<file path="config.mk">
export PLATFORM = sky130hd
export DESIGN_NAME = seq_multiplier_hs_flat
export DESIGN_NICKNAME = d
export VERILOG_FILES = /design/src/rtl/seq_multiplier_hs_if.sv /design/src/rtl/seq_multiplier_hs.sv /design/src/flat_wrapper.sv
export SDC_FILE = /design/constraint.sdc
export NUM_CORES = 1
export LEC_CHECK = 0
export CORE_ASPECT_RATIO = 1.5
export CORE_UTILIZATION = 40
export DETAILED_ROUTE_END_ITERATION = 16
export GPL_TIMING_DRIVEN = 1
export PLACE_DENSITY_LB_ADDON = 0.25
export SYNTH_ARGS = -nofsm -noshare
export SYNTH_HDL_FRONTEND = slang
export SYNTH_SLANG_ARGS = --single-unit
</file>
<file path="constraint.sdc">
create_clock -name clock -period 4.5 [get_ports clock]
set_clock_uncertainty 0.2 [all_clocks]
set_input_delay 0.9 -clock clock [delete_from_list [all_inputs] [get_ports clock]]
set_output_delay 0.9 -clock clock [all_outputs]
set_load 0.005 [all_outputs]
</file>
<file path="src/rtl/seq_multiplier_hs_if.sv">
// Operand/product handshake bundle for seq_multiplier_hs.
// The master drives operands and out_ready. The slave (the multiplier) drives in_ready, out_valid, product and busy.
interface seq_multiplier_hs_if #(
   parameter int bitwidthA = 8,
   parameter int bitwidthB = 8
);
   logic                           in_valid;
   logic                           in_ready;
   logic                           signed_mode;
   logic [bitwidthA-1:0]           multiplicand;
   logic [bitwidthB-1:0]           multiplier;
   logic                           out_valid;
   logic                           out_ready;
   logic [bitwidthA+bitwidthB-1:0] product;
   logic                           busy;

   modport master (
      output in_valid, signed_mode, multiplicand, multiplier, out_ready,
      input  in_ready, out_valid, product, busy
   );

   modport slave (
      input  in_valid, signed_mode, multiplicand, multiplier, out_ready,
      output in_ready, out_valid, product, busy
   );
endinterface

</file>
<file path="src/rtl/seq_multiplier_hs.sv">
// Iterative shift-add multiplier with valid/ready handshakes and a signed/unsigned mode.
// Optional macro SEQ_MULT_EARLY_TERM_EN stops iterating once the remaining multiplier bits are zero.
module seq_multiplier_hs #(
   parameter int bitwidthA = 8,
   parameter int bitwidthB = 8,
   parameter int CNT_W     = $clog2(bitwidthB + 1)
) (
   input  logic                clock,
   input  logic                reset,
   seq_multiplier_hs_if.slave  bus
);
   localparam int PW = bitwidthA + bitwidthB;

   typedef enum logic [1:0] {IDLE, RUN, DONE} state_t;

   state_t               state_q, state_d;
   logic [bitwidthA-1:0] a_mag_q, a_mag_d;
   logic [bitwidthB-1:0] b_mag_q, b_mag_d;
   logic                 neg_q, neg_d;
   logic [PW-1:0]        acc_q, acc_d;
   logic [PW-1:0]        product_q, product_d;
   logic [CNT_W-1:0]     cnt_q, cnt_d;

   logic [PW-1:0]        a_shift;
   logic [bitwidthB-1:0] bit_mask;
   logic                 b_bit;
   logic                 last_iter;

   // The most negative value negates to 2^(w-1), which still fits as an unsigned w-bit magnitude.
   function automatic logic [bitwidthA-1:0] mag_a(input logic [bitwidthA-1:0] v, input logic s);
      logic signed [bitwidthA-1:0] sv;
      sv = $signed(v);
      mag_a = (s && v[bitwidthA-1]) ? $unsigned(-sv) : v;
   endfunction

   function automatic logic [bitwidthB-1:0] mag_b(input logic [bitwidthB-1:0] v, input logic s);
      logic signed [bitwidthB-1:0] sv;
      sv = $signed(v);
      mag_b = (s && v[bitwidthB-1]) ? $unsigned(-sv) : v;
   endfunction

   function automatic logic [PW-1:0] apply_sign(input logic [PW-1:0] m, input logic n);
      logic signed [PW-1:0] sm;
      sm = $signed(m);
      apply_sign = n ? $unsigned(-sm) : m;
   endfunction

   assign a_shift  = PW'(a_mag_q) << cnt_q;
   assign bit_mask = bitwidthB'(1) << cnt_q;
   assign b_bit    = |(b_mag_q & bit_mask);

`ifdef SEQ_MULT_EARLY_TERM_EN
   logic b_rem_zero;
   assign b_rem_zero = ((b_mag_q >> cnt_q) == '0);
   // Bit 0 is always visited, so a zero multiplier still spends two cycles before DONE.
   assign last_iter  = (cnt_q == CNT_W'(bitwidthB)) || ((cnt_q != '0) && b_rem_zero);
`else
   assign last_iter  = (cnt_q == CNT_W'(bitwidthB));
`endif

   always_comb begin
      state_d   = state_q;
      a_mag_d   = a_mag_q;
      b_mag_d   = b_mag_q;
      neg_d     = neg_q;
      acc_d     = acc_q;
      cnt_d     = cnt_q;
      product_d = product_q;
      case (state_q)
         IDLE: begin
            if (bus.in_valid) begin
               a_mag_d = mag_a(bus.multiplicand, bus.signed_mode);
               b_mag_d = mag_b(bus.multiplier, bus.signed_mode);
               neg_d   = bus.signed_mode &
                         (bus.multiplicand[bitwidthA-1] ^ bus.multiplier[bitwidthB-1]);
               acc_d   = '0;
               cnt_d   = '0;
               state_d = RUN;
            end
         end
         RUN: begin
            if (last_iter) begin
               product_d = apply_sign(acc_q, neg_q);
               state_d   = DONE;
            end else begin
               if (b_bit) acc_d = acc_q + a_shift;
               cnt_d = cnt_q + CNT_W'(1);
            end
         end
         DONE: begin
            if (bus.out_ready) state_d = IDLE;
         end
         default: state_d = IDLE;
      endcase
   end

   always_ff @(posedge clock) begin
      if (reset) begin
         state_q   <= IDLE;
         a_mag_q   <= '0;
         b_mag_q   <= '0;
         neg_q     <= 1'b0;
         acc_q     <= '0;
         cnt_q     <= '0;
         product_q <= '0;
      end else begin
         state_q   <= state_d;
         a_mag_q   <= a_mag_d;
         b_mag_q   <= b_mag_d;
         neg_q     <= neg_d;
         acc_q     <= acc_d;
         cnt_q     <= cnt_d;
         product_q <= product_d;
      end
   end

   assign bus.in_ready  = (state_q == IDLE);
   assign bus.out_valid = (state_q == DONE);
   assign bus.busy      = (state_q != IDLE);
   assign bus.product   = product_q;
endmodule
</file>
<file path="src/flat_wrapper.sv">
// flat-port wrapper written by rule: the top's interface ports become plain ports
module seq_multiplier_hs_flat 
#(
   parameter int bitwidthA = 8,
   parameter int bitwidthB = 8,
   parameter int CNT_W     = $clog2(bitwidthB + 1)
)
  (clock, reset, bus_in_valid, bus_signed_mode, bus_multiplicand, bus_multiplier, bus_out_ready, bus_in_ready, bus_out_valid, bus_product, bus_busy);
  seq_multiplier_hs_if #(.bitwidthA(bitwidthA), .bitwidthB(bitwidthB)) bus_i ();
  input  logic clock;
  input  logic reset;
  input wire logic [$bits(bus_i.in_valid)-1:0] bus_in_valid;
  input wire logic [$bits(bus_i.signed_mode)-1:0] bus_signed_mode;
  input wire logic [$bits(bus_i.multiplicand)-1:0] bus_multiplicand;
  input wire logic [$bits(bus_i.multiplier)-1:0] bus_multiplier;
  input wire logic [$bits(bus_i.out_ready)-1:0] bus_out_ready;
  output wire logic [$bits(bus_i.in_ready)-1:0] bus_in_ready;
  output wire logic [$bits(bus_i.out_valid)-1:0] bus_out_valid;
  output wire logic [$bits(bus_i.product)-1:0] bus_product;
  output wire logic [$bits(bus_i.busy)-1:0] bus_busy;
  assign bus_i.in_valid = bus_in_valid;
  assign bus_i.signed_mode = bus_signed_mode;
  assign bus_i.multiplicand = bus_multiplicand;
  assign bus_i.multiplier = bus_multiplier;
  assign bus_i.out_ready = bus_out_ready;
  assign bus_in_ready = bus_i.in_ready;
  assign bus_out_valid = bus_i.out_valid;
  assign bus_product = bus_i.product;
  assign bus_busy = bus_i.busy;
  seq_multiplier_hs #(.bitwidthA(bitwidthA), .bitwidthB(bitwidthB), .CNT_W(CNT_W)) u_core (.clock(clock), .reset(reset), .bus(bus_i));
endmodule
</file>
# Word level (Yosys, flattened, before mapping)
# Cells that the tools add are included.
[totals] ff_bits=55 in_bits=21 output_inout_bits=19 wordCells=50
[op_classes] n_addsub=5 n_eq_ne=8 n_shift=2 n_mux=14 bitwise_logic=3 n_reduce_logical=11
[op_table] cell="$mux W16" n=4
[op_table] cell="$pmux W16 S2" n=1
[op_table] cell="$add A16 B16 Y16" n=1
[op_table] cell="$mux W8" n=2
[op_table] cell="$neg A16 Y16" n=1
[op_table] cell="$neg A8 Y8" n=2
[op_table] cell="$shl A8 B4 Y16" n=1
[op_table] cell="$and A8 B8 Y8" n=1
[op_table] cell="$mux W4" n=2
[op_table] cell="$pmux W4 S2" n=1
[op_table] cell="$reduce_or A8 Y1" n=1
[op_table] cell="$shl A1 B4 Y8 const A" n=1
[op_table] cell="$mux W2" n=3
[op_table] cell="$ne A2 B2 Y1 const B" n=3
[op_table] cell="$pmux W2 S3" n=1
[op_table] cell="$reduce_and A3 Y1" n=2
[op_table] cell="$add A4 B1 Y4 const B" n=1
[op_table] cell="$eq A4 B4 Y1 const B" n=1
[op_table] cell="$ne A2 B1 Y1 const B" n=2
[op_table] cell="$reduce_and A2 Y1" n=2
[op_table] cell="$reduce_and A4 Y1" n=1
[op_table] cell="$reduce_bool A2 Y1" n=2
[op_table] cell="$eq A2 B1 Y1 const B" n=1
[op_table] cell="$eq A2 B2 Y1 const B" n=1
[op_table] cell="other kinds (4)" n=5

# Longest topological paths before layout
[logic_depth] ltp_word=6 ltp_mapped=15 mapped_depth_nobuf=13

# Worst setup path after synthesis
# OpenSTA, ideal clock, no wires.
[synth_timing] path_type="flip-flop to flip-flop" from="register u_core.cnt_q[1]" to="register u_core.acc_q[8]" setup_ns=0.117 t_arrival_ns=2.949 required_time_ns=4.183 slack_ns=1.233 stages_incl_launch_ff=15 n_path_buf=2 period_less_slack_ns=3.267 cell_sequence="dfxtp_1 > clkbuf_1 > buf_1 > mux2i_1 > nand2_1 > nand2_1 > mux2i_1 > nor2b_1 > ha_1 > a21o_1 > nor2_1 > a21oi_1 > o21a_1 > or3_1 > a32o_1"
[synth_between] elab_chain_cells=5 elab_cells_between_ends=12 classes_between="add/sub: 1; eq/ne: 3; shift: 2; mux: 3; bitwise: 1; reduce/logical: 2"
[synth_lines] element="from (decl)" line_no="seq_multiplier_hs.sv:22" rtl="logic [CNT_W-1:0] cnt_q, cnt_d;"
[synth_lines] element="from (signal assigned)" line_no="seq_multiplier_hs.sv:112" rtl="cnt_q <= cnt_d;"
[synth_lines] element="$shl A8 B4 Y16 or $shl A1 B4 Y8 (tied branches)" line_no="seq_multiplier_hs.sv:48, seq_multiplier_hs.sv:49"
[synth_lines] element="$add A16 B16 Y16 or $and A8 B8 Y8 (tied branches)" line_no="seq_multiplier_hs.sv:86, seq_multiplier_hs.sv:50"
[synth_lines] element="$mux W16 or $reduce_or A8 Y1 (tied branches)" line_no="seq_multiplier_hs.sv:86, seq_multiplier_hs.sv:50"
[synth_lines] element="$mux W16 or $ne A2 B1 Y1 (tied branches)"
[synth_lines] element="$pmux W16 S2 or $reduce_and A4 Y1 (tied branches)"
[synth_lines] element="to (signal assigned)" line_no="seq_multiplier_hs.sv:103" rtl="acc_q <= '0;"
[synth_lines] element="to (signal assigned)" line_no="seq_multiplier_hs.sv:111" rtl="acc_q <= acc_d;"
[synth_lines] element="to (decl)" line_no="seq_multiplier_hs.sv:20" rtl="logic [PW-1:0] acc_q, acc_d;"
# Parallel ways exist; a longest one is shown, timed or not. The select of a mux whose other input is x is not followed.
# A chain may end at the register's enable or synchronous reset.

# Worst setup path in the final report
[layout_timing] from="register u_core.cnt_q[1]" to="register u_core.acc_q[14]"
# The elaborated chain is that of the path after synthesis.

==> reports/qor.csv <==
stage;metric;value;unit
grt;first-pass GRT wire length;16200;um
flow_run;MaxCap Viol Count;0;
worst_setup_path;cell family with most CP delay;compound AO/OA/AOI/OAI gates;
logic_synthesis;prevailing post-synth register cell;dfxtp_1;
timing;worst setup margin;0.952;ns
grt;largest net degree at the start of global routing;36;
logic_synthesis;Post-Syn Nets;535;
grt;grt ovf;0;
logic_synthesis;Mapped Cells;489;
worst_setup_path;Worst path max stage delay;0.72;ns
placement;placer congestion estimate;0.935;
timing;fmax;0.282;GHz
die;Ports;40;
worst_setup_path;crit path launch type;register;
worst_setup_path;Data arrival, critical path;3.54;ns
timing;worst hold slack;0.251;ns
logic_synthesis;Synth Register Bits;55;
die;Die Area;0.00983;sq mm
worst_setup_path;critical path capture point type;register;
final_layout;Synth-to-Final Area Change;16.3;%
worst_setup_path;CP bufs+invs;0;
die;die height;121;um
drt;total wire length;9340;um
final_layout;final core utilization;47.7;%
logic_synthesis;post-synthesis xor/xnor area fraction;6.74;%
drt;initial DRC count;169;
drt;first-pass detailed-route iteration total;4;
grt;initial antenna violation count;0;
clock_network;# Post-CTS Setup Buffers;0;
clock_network;clk root buf;clkbuf_16;
grt;Total GRT Usage;21.2;%
timing;Max transition margin;49.3;%
timing;TNS Setup;0;ns
logic_synthesis;YS warnings;0;
logic_synthesis;Synth Area in Simple Gates;22.3;%
logic_synthesis;Syn Area/Cell;7.71;sq um
timing;RSZ-0062 raised after global routing;no;
timing;fin crit share;78.9;%
clock_network;CTS Buf Count;5;
worst_setup_path;WP data required;4.49;ns
logic_synthesis;synthesized area;0.00377;sq mm
clock_network;worst-skew pair later-pin latency;0.30;ns
drt;WL/cell;14.8;um
worst_hold_path;Hold Path Class;reg2reg;
die;Initial Util;41.0;%
clock_network;worst-case clock buffer depth;2;
pwr;power per cell area;245;mW/mm^2
placement;dpl ws;1.02;ns
logic_synthesis;Post-synth EDFFs;0;
timing;fin. max-slew vios;0;
final_layout;share of post-route cells with drive strength above 1;4.63;%
placement;DP Wirelength;7360;um
logic_synthesis;Synth area leader;dfxtp_1;
final_layout;Finished Cell Area;0.00439;sq mm
drt;DR vias;3579;
logic_synthesis;adder-cell share of the synthesized area;8.49;%
logic_synthesis;Compound-Gate Fraction of Synth Area;25.0;%
logic_synthesis;mux share of post-synthesis cell area;4.35;%
logic_synthesis;combinational family with the most area after synthesis;compound AO/OA/AOI/OAI gates;
worst_setup_path;CP max FO;16;
pwr;worst vdd ir;0.222;mV
placement;DP Area;0.00424;sq mm
grt;vias in the first global route;3491;
timing;Worst-Margin Slew;0.760;ns
logic_synthesis;post-synth top area share;29.2;%
clock_network;CTS tree;yes;
timing;Final setup violation count;0;
logic_synthesis;register area share after synthesis;29.2;%
drt;Final ANT Viol Nets;0;
drt;Residual DRC;0;
final_layout;# diodes;0;
clock_network;post-cts sizing count;0;
clock_network;clock sinks;55;
final_layout;Final #Nets;563;
die;Chip Width;81.3;um
timing;Fin. Hold Viols;0;
logic_synthesis;top post-synthesis cells by area;dfxtp_1 29%, ha_1 8.0%, nand2_1 6.5%, nor2_1 5.5%, a21oi_1 5.0%;
placement;port buffer count;39;
die;core area;0.00920;sq mm
timing;fin crit period;3.55;ns
clock_network;hold-fix buffers at CTS;0;
logic_synthesis;fraction of registers with async set/reset;0;%
pwr;leakage;1.68;nW
worst_setup_path;CP cell instances;mux2i_1 > nor2_1 > a31oi_1 > o21ai_0 > nor2b_1 > ha_1 > o21ai_0 > a211oi_1 > o311ai_0 > mux2i_1 > nand2_1;
die;Std-Cell Rows;43;
clock_network;CTS H-tree depth;2;
drt;vias per cell;5.68;
worst_setup_path;CP max-delay cell;dfxtp_1;
logic_synthesis;library cells used by synthesis;55;
worst_setup_path;critical path class;reg2reg;
run_status;status;finished, final reports clean;
clock_network;clock-pin slew on the worst setup and hold paths;0.07;ns
-- routing by layer --
metal | up-vias | share of wire, % | global-route usage (%)
met5 | - | 0 | 0
met4 | 0 | 3.9 | 9.49
met3 | 26 | 3.2 | 3.53
met2 | 89 | 53 | 39.2
met1 | 1647 | 40 | 22.6
li1 | 1817 | - | -
-- tightest hold or removal path, cell delays in order, from the launching register on --
cell and delay (ns):
dfxtp_1 0.31, nand2_1 0.05, a21oi_1 0.05
-- cell usage in the layout, fill, tap and decap left out, types with 4 or more instances in the layout --
cell and count:
nand2_1 65, nor2_1 55, dfxtp_1 55, a21oi_1 38
clkdlybuf4s50_1 38, o21ai_0 27, ha_1 24, xnor2_1 19
a211oi_1 18, inv_1 17, nor3_1 15, mux2i_1 13
nand3_1 12, nor2b_1 11, a31oi_1 10, xor2_1 10
or3_1 6, a22oi_1 6, clkbuf_16 5, o31ai_1 4
a311oi_1 4, o21a_1 4, nand2b_1 4, and3_1 4
-- cell usage after synthesis (all sizes together), types with 3 or more instances --
| master | instances |
|---|---|
| o211ai | 3 |
| buf | 5 |
| nor3 | 15 |
| clkbuf | 16 |
| xnor2 | 19 |
| xor2 | 10 |
| o21bai | 3 |
| o22ai | 3 |
| nor2 | 55 |
| a31oi | 10 |
| ha | 24 |
| dfxtp | 55 |
| a22oi | 6 |
| a211oi | 18 |
| nand3 | 12 |
| a311oi | 4 |
| o41ai | 5 |
| nand2b | 4 |
| inv | 18 |
| and3 | 5 |
| or3 | 8 |
| o21ai | 28 |
| nor2b | 11 |
| mux2i | 13 |
| a21oi | 38 |
| mux2 | 3 |
| nand2 | 65 |
| o21a | 4 |
| o31ai | 4 |
-- sequential cells by signal (all words and copies together), names as in the netlist --
name	cells
u_core.acc_q	16
u_core.b_mag_q	8
u_core.bus.product	16
u_core.state_q	2
u_core.neg_q	1
u_core.cnt_q	4
u_core.a_mag_q	8
-- report_power, final --
group / switching (W) / internal (W) / total [W]
registers: 0.0000168 / 0.000500 / 0.000517
clock network: 0.000189 / 0.000210 / 0.000399
logic: 0.0000898 / 0.0000697 / 0.000160
total: 0.000296 / 0.000779 / 0.00107
-- area by class of cell --
cell class,instances,area [sq um]
clock buffer,5,125
clock inverter,3,23.8
fill,936,4810
inverter,18,67.6
multi-input combinational,395,2520
sequential,55,1100
tap,112,140
timing repair buffer,42,408
-- cells by family after synthesis --
family / after synthesis
compound gates: 140
xor+xnor: 29
fa+ha+maj: 25
buf+inv: 39
flops: 55
mux: 16
simple gates: 185
-- per-stage QoR --
stage / power [W] / std cells
floorplan: 0.000629 / 489
CTS: 0.00109 / 630
detailed placement: 0.000687 / 622
finish: 0.00107 / 630
global route: 0.00113 / 630
global placement: 0.000683 / 622
-- path summary, 6_finish.rpt --
kind / startpoint / end / slack, ns / cells after the start
hold / removal: u_core.bus.product[15] / u_core.bus.product[15] / 0.25 / 2
hold reg to reg: u_core.bus.product[15] / u_core.bus.product[15] / 0.25 / 2
setup / recovery: u_core.cnt_q[1] / u_core.acc_q[14] / 0.95 / 11
setup reg to reg: u_core.cnt_q[1] / u_core.acc_q[14] / 0.95 / 11
(Power assumes the default switching activity.)
